**config.mk**
```make
export PLATFORM = sky130hd
export DESIGN_NAME = seq_detector_param
export DESIGN_NICKNAME = d
export VERILOG_FILES = /design/src/rtl/seq_det_pkg.sv /design/src/rtl/seq_det_match_cnt.sv /design/src/rtl/seq_detector_param.sv
export SDC_FILE = /design/constraint.sdc
export NUM_CORES = 1
export LEC_CHECK = 0
export CAP_MARGIN = 40
export CORE_MARGIN = 2
export CORE_UTILIZATION = 40
export DETAILED_ROUTE_END_ITERATION = 12
export SLEW_MARGIN = 40
export SYNTH_ARGS = -nofsm -noshare
export SYNTH_HDL_FRONTEND = slang
export SYNTH_SLANG_ARGS = --single-unit
```
**constraint.sdc**
```tcl
create_clock -name Clk -period 5.4 [get_ports Clk]
set_input_delay 0.54 -clock Clk [delete_from_list [all_inputs] [get_ports Clk]]
set_output_delay 0.54 -clock Clk [all_outputs]
set_load 0.01 [all_outputs]
```
**src/rtl/seq_det_pkg.sv**
```systemverilog
// Shared types and defaults for the serial sequence detector.
// Optional match counter is enabled with `define SEQDET_COUNT_EN.
package seq_det_pkg;

  typedef enum logic {
    NON_OVL = 1'b0,
    OVL     = 1'b1
  } ovl_e;

  localparam logic [7:0] SD_DEF_PATTERN = 8'b0000_1010;
  localparam int         SD_DEF_LEN     = 4;
  localparam ovl_e       SD_DEF_OVL     = NON_OVL;

  function automatic int len_w(input int pat_w);
    return $clog2(pat_w) + 1;
  endfunction

endpackage

```
**src/rtl/seq_det_match_cnt.sv**
```systemverilog
// Saturating match counter; clear has priority over increment.
// Instantiated only when SEQDET_COUNT_EN is defined.
module seq_det_match_cnt #(
  parameter int CNT_W = 8
) (
  input  logic             Clk,
  input  logic             Rst,
  input  logic             inc,
  input  logic             clr,
  output logic [CNT_W-1:0] count
);

  always_ff @(posedge Clk or posedge Rst) begin
    if (Rst) begin
      count <= '0;
    end else if (clr) begin
      count <= '0;
    end else if (inc && (count != '1)) begin
      count <= count + 1'b1;
    end
  end

endmodule

```
**src/rtl/seq_detector_param.sv**
```systemverilog
// Runtime-programmable serial sequence detector (Mealy, MSB first).
// Define SEQDET_COUNT_EN to build the saturating Match_count.
module seq_detector_param
  import seq_det_pkg::*;
#(
  parameter int               PAT_W       = 8,
  parameter int               CNT_W       = 8,
  parameter logic [PAT_W-1:0] DEF_PATTERN = PAT_W'(SD_DEF_PATTERN),
  parameter int               DEF_LEN     = SD_DEF_LEN,
  parameter bit               DEF_OVL     = SD_DEF_OVL
) (
  input  logic                      Clk,
  input  logic                      Rst,
  input  logic                      Cfg_load,
  input  logic [PAT_W-1:0]          Cfg_pattern,
  input  logic [len_w(PAT_W)-1:0]   Cfg_len,
  input  logic                      Cfg_ovl,
  input  logic                      D,
  input  logic                      D_valid,
  input  logic                      Cnt_clr,
  output logic                      Y,
  output logic                      Y_q,
  output logic [CNT_W-1:0]          Match_count
);

  localparam int LEN_W = len_w(PAT_W);
  localparam int HW    = PAT_W - 1;
  localparam logic [LEN_W-1:0] LEN_MAX  = LEN_W'(PAT_W);
  localparam logic [LEN_W-1:0] FILL_MAX = LEN_W'(PAT_W - 1);

  logic [PAT_W-1:0] pat;
  logic [LEN_W-1:0] len;
  ovl_e             ovl;
  logic [HW-1:0]    hist;
  logic [LEN_W-1:0] fill;
  logic             yq_r;

  logic [PAT_W-1:0] win;
  logic [PAT_W-1:0] mask;
  logic [LEN_W-1:0] len_c;
  logic [LEN_W-1:0] fill_nx;
  logic             y_c;

  always_comb begin
    len_c = (Cfg_len > LEN_MAX) ? LEN_MAX : Cfg_len;
    win   = {hist, D};
    mask  = '0;
    for (int i = 0; i < PAT_W; i++) begin
      mask[i] = (LEN_W'(i) < len);
    end
    y_c = D_valid & ~Cfg_load & ~Rst & (len != '0) &
          (fill >= len - 1'b1) &
          ((win & mask) == (pat & mask));
    // Non-overlap restarts the fill so matched bits are consumed
    if (y_c && (ovl == NON_OVL)) begin
      fill_nx = '0;
    end else if (fill == FILL_MAX) begin
      fill_nx = fill;
    end else begin
      fill_nx = fill + 1'b1;
    end
  end

  always_ff @(posedge Clk or posedge Rst) begin
    if (Rst) begin
      pat  <= DEF_PATTERN;
      len  <= LEN_W'(DEF_LEN);
      ovl  <= ovl_e'(DEF_OVL);
      hist <= '0;
      fill <= '0;
      yq_r <= 1'b0;
    end else begin
      yq_r <= y_c;
      if (Cfg_load) begin
        pat  <= Cfg_pattern;
        len  <= len_c;
        ovl  <= ovl_e'(Cfg_ovl);
        hist <= '0;
        fill <= '0;
      end else if (D_valid) begin
        hist <= win[HW-1:0];
        fill <= fill_nx;
      end
    end
  end

  assign Y   = y_c;
  assign Y_q = yq_r;

`ifdef SEQDET_COUNT_EN
  seq_det_match_cnt #(
    .CNT_W(CNT_W)
  ) u_cnt (
    .Clk  (Clk),
    .Rst  (Rst),
    .inc  (y_c),
    .clr  (Cnt_clr),
    .count(Match_count)
  );
`else
  logic unused_clr;
  assign unused_clr  = Cnt_clr;
  assign Match_count = '0;
`endif

endmodule

```
==> results of run 1 <==
[registers in the layout (all words and copies together), names as in the netlist]
name,flops
len,4
fill,4
ovl,1
Y_q,1
pat,8
hist,7
[synth_stat cells (all sizes together), types with 2 or more instances]
| library cell | count | area [µm²] |
|---|---|---|
| mux2 | 10 | 113 |
| clkbuf | 2 | 7.51 |
| buf | 12 | 95.1 |
| mux2i | 8 | 80.1 |
| inv | 7 | 26.3 |
| ha | 8 | 100 |
| dfstp | 3 | 78.8 |
| nor2 | 10 | 45.0 |
| dfrtp | 22 | 551 |
| o21ai | 3 | 15.0 |
| xor2 | 4 | 35.0 |
| xnor2 | 9 | 78.8 |
| a21oi | 2 | 10.0 |
| nand2 | 5 | 18.8 |
| nor2b | 2 | 12.5 |
| a2111oi | 2 | 36.3 |
| nor3 | 6 | 30.0 |
[where the power goes]
part,internal [mW],switching [mW]
combinational,0.0428,0.0384
sequential,0.201,0.0139
clock,0.0282,0.0562
[metal layers]
layer	routed length (µm)	share of wire
met1	1050	0.46
met2	1090	0.48
met3	96	0.042
met4	43	0.019
met5	0	0
[per-stage QoR]
stage | hold slack (ps) | instance area (µm²) | std cells
after floorplan | 501 | 1470 | 135
after global placement | 515 | 1620 | 187
after detailed placement | 518 | 1620 | 187
after CTS | 552 | 1650 | 191
after global routing | 581 | 1650 | 191
final | 548 | 1650 | 191
[worst register-to-register path, cell delays in order (launching register included)]
cell,delay (ps)
dfstp_2,660
nor3_1,100
xnor2_1,130
ha_1,200
a2111oi_0,450
a211o_1,230
nor4_4,60
nor3_1,200
[cells by family after synthesis]
| logic type | after synthesis | share of synthesized area |
|---|---|---|
| fa+ha+maj | 8 | 0.0694 |
| mux | 18 | 0.134 |
| xor+xnor | 13 | 0.0789 |
| compound gates | 15 | 0.0893 |
| flops | 25 | 0.436 |
| other cells | 1 | 0.00260 |
| buf+inv | 21 | 0.0893 |
| simple gates | 27 | 0.101 |
[worst max-delay path by stage]
stage          startpoint  endpoint  slack [ps]  cells after the start
2_1_floorplan      len[0]         Y        3050                      8
3_3_place_gp      D_valid         Y        2010                      6
3_5_place_dp      D_valid         Y        2010                      6
4_1_cts           D_valid         Y        2010                      6
5_1_grt           D_valid         Y        1860                      6
6_report          D_valid         Y        2060                      6
[area by class of cell]
type,count,area [µm²],area share
clock buffers,3,22.5,0.0136
clock inverters,1,7.51,0.00455
inverters,7,26.3,0.0159
multi-input cells,89,711,0.430
flip-flops and latches,25,629,0.381
well taps,46,57.6,0.0348
repair buffers,20,198,0.120
==> summary.txt, run 1 <==
Final Skew -> 10.8 ps
vias post-DR -> 923
Max VDD drop -> 0.000172 V
Tcrit/Tclk final -> 0.618
Worst Max-Slew Pin Slew -> 509 ps
Startpoint Class -> input pin
GR Util met2 -> 0.207
grt ovf -> 0
Min-Delay Path Depth -> 1
clk root buf -> clkbuf_4
final setup vio count -> 0
area growth from synthesis to layout -> 14.5%
fmax -> 300 MHz
final worst slack -> 2060 ps
Synth Warn # -> 0
Avg Vias per Cell -> 4.83
Worst Setup End Kind -> output pin
Clock Tree Buf Depth -> 2
worst slack at placement -> 2010 ps
DRT iter0 DRCs -> 26
CP Class -> in2out
CP peak stage delay -> 760 ps
final hold vios -> 0
global-route wire length before repair -> 4.04 mm
vias in the first global route -> 949
slew margin rel. -> 0.660
hold path endpoint -> pat[7]
number of fill cells -> 309
CP max-delay cell -> clkdlybuf4s50_1
most frequent cells in the layout -> 22 x dfrtp_1, 19 x clkdlybuf4s50_1, 10 x mux2_2, 9 x nor2_1, 9 x xnor2_1
Boundary Pins -> 29
crit path time final -> 3340 ps
most common cell after layout, fill and taps aside -> dfrtp_1
CTS tree -> done
R2R cell count -> 7
total power draw -> 0.381 mW
CP top delay family -> buffers and inverters
post-layout util -> 0.487
Cells after Synth -> 128
CTS Sinks -> 25
largest fanout on the critical path -> 9
setup TNS -> 0 ps
status -> complete, no violations
CP Buf/Inv Count -> 3
static leakage -> 0.714 nW
post-cts sizing count -> 0
n_diodes -> 0
WL final -> 2.28 mm
Port Buffers -> 19
Final Slew Violations -> 0
GRT Total Usage -> 0.124
critical hold path startpoint -> pat[7]
Core ar. -> 3390 µm²
num rows -> 21
RR Startpoint -> len[2]
starting density of the core -> 0.426
insertion delay of the later-clocked pin in the worst-skew pair -> 320 ps
Synth cell types -> 34
die area -> 4100 µm²
pwr/cell area -> 231 nW/µm²
H-tree Lvls -> 1
Post-Syn Area -> 1440 µm²
ys async rst share -> 1.00
# Post-CTS Setup Buffers -> 0
initial antenna violation count -> 0
Post-synth EDFFs -> 0
largest net degree at the start of global routing -> 29
Worst-path clk slew -> 140 ps
flop2flop setup slack -> 3300 ps
syn_area_per_cell -> 11.3 µm²
Nets -> 173
Max Cap Violations -> 0
wire length per cell -> 11.9 µm
Placer Congestion -> 0.751
top_reg_cell synth -> dfrtp_1
Post-CTS Hold Buffers -> 0
RSZ-0062 raised after global routing -> no
Inserted Clock Buffers -> 3
sequential-to-total area share from yosys stat -> 0.436
CP required -> 4860 ps
Final ANT Viol Nets -> 0
Most common cell on crit path -> clkdlybuf4s50_1
Post-DP HPWL -> 1.77 mm
Die Height -> 64.1 µm
DR DRC count -> 0
Seq cells post-synth -> 25
die width -> 64.1 µm
CP arrival -> 2800 ps
M1 GR Usage -> 0.164
global route hottest layer -> met2
RR Endpoint -> fill[1]
met3 Track Usage GR -> 0.0176
share of post-route cells with drive strength above 1 -> 0.159
Initial DRT Pass Iterations -> 4
crit-path cells -> clkdlybuf4s50_1, inv_1, a2111oi_4, o2111ai_2, nor3_1, clkdlybuf4s50_1
Worst Hold Class -> reg2reg
Power figures use the tool's default switching activity.
==> run 2, diff against run 1 <==
--- a/config.mk
+++ b/config.mk
@@ -9,6 +9,7 @@
 export CORE_MARGIN = 2
 export CORE_UTILIZATION = 40
 export DETAILED_ROUTE_END_ITERATION = 12
+export PLACE_DENSITY = 0.67
 export SLEW_MARGIN = 40
 export SYNTH_ARGS = -nofsm -noshare
 export SYNTH_HDL_FRONTEND = slang
==> constraint.sdc (replaced) <==
create_clock -name Clk -period 2.9 [get_ports Clk]
set_input_delay 0.29 -clock Clk [delete_from_list [all_inputs] [get_ports Clk]]
set_output_delay 0.29 -clock Clk [all_outputs]
set_load 0.01 [all_outputs]
==> run 2 against run 1 <==
Effect of this change: clock power rose by 91%; total power up 91%; global-route usage increased by 1.0 points; sequential power increased by 86%; combinational power grew 110%; die area stayed put; routed wire length up 8.3%; final area up 3.6%; sequential share of layout area fell by 1.3 points.
==> summary.txt, run 2 (synthesis gave the netlist of run 1 again) <==
clk root buf -> clkbuf_4
H-tree Lvls -> 1
Final Skew -> 16.0 ps
CP arrival -> 2230 ps
Startpoint Class -> flip-flop
grt ovf -> 0
global-route wire length before repair -> 4.30 mm
CP Class -> reg2out
non-filler cells, final -> 195
Largest Register -> pat
post-route cell area -> 1710 µm²
Clock Tree Buf Depth -> 2
final setup vio count -> 0
CTS Sinks -> 25
most common cell after layout, fill and taps aside -> dfrtp_1
static leakage -> 0.762 nW
RSZ-0062 raised after global routing -> no
pwr/cell area -> 425 nW/µm²
Worst Hold Class -> in2async
starting density of the core -> 0.426
Initial DRT Pass Iterations -> 4
Inst Count DP -> 188
CP required -> 2610 ps
Worst Max-Slew Pin Slew -> 520 ps
Nets -> 177
Max Cap Violations -> 0
vias post-DR -> 950
Tcrit/Tclk final -> 0.870
status -> complete, no violations
final hold vios -> 0
num rows -> 21
Final ANT Viol Nets -> 0
final worst slack -> 377 ps
GRT Total Usage -> 0.134
vias in the first global route -> 954
Final Slew Violations -> 0
Post-DP HPWL -> 1.83 mm
Worst Setup End Kind -> output pin
WL final -> 2.47 mm
Regs by FF count -> pat (8), hist (7)
Avg Vias per Cell -> 4.87
DR DRC count -> 0
area growth from synthesis to layout -> 18.6%
Boundary Pins -> 29
largest net degree at the start of global routing -> 28
largest fanout on the critical path -> 4
Placer Congestion -> 0.746
Die Height -> 64.1 µm
Inserted Clock Buffers -> 3
die area -> 4100 µm²
Max VDD drop -> 0.000326 V
DRT iter0 DRCs -> 35
initial antenna violation count -> 0
Port Buffers -> 19
wire length per cell -> 12.6 µm
worst slack at placement -> 172 ps
insertion delay of the later-clocked pin in the worst-skew pair -> 330 ps
die width -> 64.1 µm
crit path time final -> 2520 ps
fmax -> 396 MHz
max reg flops -> 8
slew margin rel. -> 0.653
total power draw -> 0.728 mW
Core ar. -> 3390 µm²
setup TNS -> 0 ps
most frequent cells in the layout -> 22 x dfrtp_1, 18 x clkdlybuf4s50_1, 10 x mux2_2, 9 x nor2_1, 9 x xnor2_1
Cell Area, Placed -> 1630 µm²
Worst-path clk slew -> 150 ps
n_diodes -> 0
CTS tree -> done
share of post-route cells with drive strength above 1 -> 0.195
==> run 2: per-stage QoR <==
step,utilization,hold slack (ps)
floorplan,-,315
global placement,0.481,515
detailed placement,0.481,524
CTS,0.504,423
global route,0.505,443
finish,0.505,392
==> run 2: critical path, stage by stage, from the launching register on <==
cell and delay [ps]:
dfrtp_1 420, inv_1 110, ha_4 200, xnor2_1 120, ha_1 280, o21a_1 100, nor2_1 30, a211o_1 270
nor3_2 170, dlymetal6s2s_1 190
==> run 2: layout make-up <==
type | instances | area, µm²
sequential | 25 | 629
clock inverter | 1 | 5.00
inverter | 7 | 26.3
clock buffer | 3 | 22.5
tap | 46 | 57.6
fill | 315 | 1680
timing repair buffer | 24 | 243
multi-input combinational | 89 | 728
==> run 2: repair_timing <==
item | in CTS | in global routing
setup buffers | 3 | 0
endpoints found under the setup margin | 1 | 1
hold buffers | 0 | 0
gates resized for setup | 3 | 1
==> run 2: worst paths after layout <==
check | cells past startpoint | to | start | slack [ps]
worst min-delay path | 2 | pat[0] | Rst | 390
worst max-delay path | 9 | Y | len[1] | 380
worst max register to register | 9 | fill[3] | len[1] | 900
max in group asynchronous | 2 | pat[3] | Rst | 2130
min in group Clk | 3 | len[2] | Cfg_len[2] | 470
worst min register to register | 2 | len[2] | len[2] | 530
==> run 2: report_power, final <==
| part | leakage (nW) | total [mW] | switching, mW | internal (mW) |
|---|---|---|---|---|
| clock network | 0.0177 | 0.161 | 0.109 | 0.0518 |
| registers | 0.316 | 0.399 | 0.0240 | 0.375 |
| logic | 0.428 | 0.168 | 0.0777 | 0.0907 |
==> run 2: per-layer routing <==
layer	track usage	vias to the layer above	wire length (µm)
met5	0	-	0
met4	0.0245	0	17
met3	0.0423	2	115
met2	0.228	20	1270
met1	0.168	461	1060
li1	-	467	-
==> run 3, diff against run 2 <==
--- a/config.mk
+++ b/config.mk
@@ -5,10 +5,10 @@
 export SDC_FILE = /design/constraint.sdc
 export NUM_CORES = 1
 export LEC_CHECK = 0
-export CAP_MARGIN = 40
-export CORE_MARGIN = 2
+export CAP_MARGIN = 10
 export CORE_UTILIZATION = 40
 export DETAILED_ROUTE_END_ITERATION = 12
+export GPL_ROUTABILITY_DRIVEN = 0
 export PLACE_DENSITY = 0.67
 export SLEW_MARGIN = 40
 export SYNTH_ARGS = -nofsm -noshare
==> run 3 against run 2 <==
Effect of this change: combinational power is essentially flat; hold slack lost 25 ps; die area shrank 6.1%; fmax shrank 1.1%; sequential power is essentially flat; count of clock-buffer cells in the layout is the same; register-to-register slack is essentially flat; critical path depth shrank 1; non-clock buffer count grew 1.
==> summary.txt, run 3 (synthesis gave the netlist of run 1 again) <==
Largest Register -> pat
Post-DP HPWL -> 1.85 mm
global route hottest layer -> met2
final setup vio count -> 0
initial antenna violation count -> 0
RSZ-0062 raised after global routing -> no
Clock Tree Buf Depth -> 2
Worst Hold Class -> in2async
Inserted Clock Buffers -> 3
insertion delay of the later-clocked pin in the worst-skew pair -> 340 ps
CP max-delay cell -> dfrtp_1
Initial DRT Pass Iterations -> 4
pwr/cell area -> 434 nW/µm²
die width -> 62.1 µm
Tcrit/Tclk final -> 0.880
Boundary Pins -> 29
grt ovf -> 0
crit-path cells -> buf_4, nor3_1, xnor2_1, ha_1, a2111oi_1, a211o_1, nor3_2, dlymetal6s2s_1
M1 GR Usage -> 0.186
num rows -> 21
clk root buf -> clkbuf_4
n_diodes -> 0
Worst-path clk slew -> 160 ps
CP Class -> reg2out
total power draw -> 0.742 mW
CP peak stage delay -> 410 ps
CP arrival -> 2260 ps
CTS tree -> done
setup TNS -> 0 ps
Startpoint Class -> flip-flop
fmax -> 392 MHz
Regs by FF count -> pat (8), hist (7)
Avg Vias per Cell -> 4.91
die area -> 3850 µm²
Die Height -> 62.1 µm
final hold vios -> 0
H-tree Lvls -> 1
max reg flops -> 8
hold_ws -> 367 ps
WL final -> 2.46 mm
CTS Sinks -> 25
status -> complete, no violations
Core ar. -> 3390 µm²
Worst Setup End Kind -> output pin
Worst Max-Slew Pin Slew -> 520 ps
DRT iter0 DRCs -> 15
starting density of the core -> 0.426
Final ANT Viol Nets -> 0
Max Cap Violations -> 0
largest fanout on the critical path -> 3
GR Util met2 -> 0.240
Final Slew Violations -> 0
CP Buf/Inv Count -> 2
Post-CTS Hold Buffers -> 0
largest net degree at the start of global routing -> 28
area growth from synthesis to layout -> 18.6%
CP top delay family -> compound AO/OA/AOI/OAI gates
most common cell after layout, fill and taps aside -> dfrtp_1
vias post-DR -> 963
Max VDD drop -> 0.000330 V
vias in the first global route -> 888
slew margin rel. -> 0.653
static leakage -> 0.764 nW
crit path time final -> 2550 ps
DR DRC count -> 0
wire length per cell -> 12.6 µm
met3 Track Usage GR -> 0.0497
global-route wire length before repair -> 4.07 mm
share of post-route cells with drive strength above 1 -> 0.200
most frequent cells in the layout -> 22 x dfrtp_1, 18 x clkdlybuf4s50_1, 10 x mux2_2, 9 x nor2_1, 9 x xnor2_1
worst slack at placement -> 178 ps
Final Skew -> 10.3 ps
Port Buffers -> 19
Nets -> 178
CP required -> 2610 ps
GRT Total Usage -> 0.148
final worst slack -> 349 ps
-- run 3: cell count changes in the layout (fill, tap and decap cells not counted) --
cell       before  now
buf_12          1    0
inv_6           0    1
a2111oi_0       1    0
a2111oi_1       0    1
clkinv_2        1    0
buf_4           4    6
-- run 3: layout make-up --
type                            count  area, µm²
Clock inverter                      1       8.76
Inverter                            7       26.3
Timing Repair Buffer               25        238
Multi-Input combinational cell     89        729
Tap cell                           46       57.6
Clock buffer                        3       22.5
Sequential cell                    25        629
Fill cell                         307       1680
-- run 3: worst reg2reg max path, delay by kind of cell, from the launching register on --
kind                     cells  cell delay, ps
buffers and inverters        1             150
AND/OR/NAND/NOR              3             430
AO/OA/AOI/OAI                2             620
adder cells (fa/ha/maj)      1             210
XOR/XNOR                     1             110
flip-flops                   1             410
-- run 3: timing repair --
item / in CTS / in global routing
gates cloned: 0 / 0
endpoints found under the hold margin: 0 / 0
endpoints found under the setup margin: 1 / 1
resized for setup: 4 / 1
setup buffers: 4 / 0
-- run 3: per-stage QoR --
step           instances   util  cell area, µm²
3_3_place_gp         188  0.481            1630
4_1_cts              196  0.504            1710
2_1_floorplan        135      -            1470
3_5_place_dp         188  0.481            1630
6_report             196  0.505            1710
5_1_grt              196  0.505            1710
-- run 3: final timing paths --
check	from	endpoint	slack (ps)	cells after the start
worst max-delay path	len[0]	Y	350	8
worst min-delay path	Rst	pat[4]	370	2
worst max register to register	len[0]	fill[2]	890	8
worst min register to register	len[2]	len[2]	510	2
max in group asynchronous	Rst	len[2]	2160	2
min in group Clk	Cfg_len[2]	len[2]	470	3
-- run 3: power breakdown --
group	switching, mW	internal [mW]
sequential	0.0236	0.375
combinational	0.0780	0.0900
clock	0.119	0.0565
-- run 3: layer usage --
| layer | vias up | share of wire |
|---|---|---|
| met4 | 0 | 0.0093 |
| met1 | 473 | 0.44 |
| met5 | - | 0 |
| met2 | 20 | 0.52 |
| met3 | 4 | 0.037 |
| li1 | 466 | - |
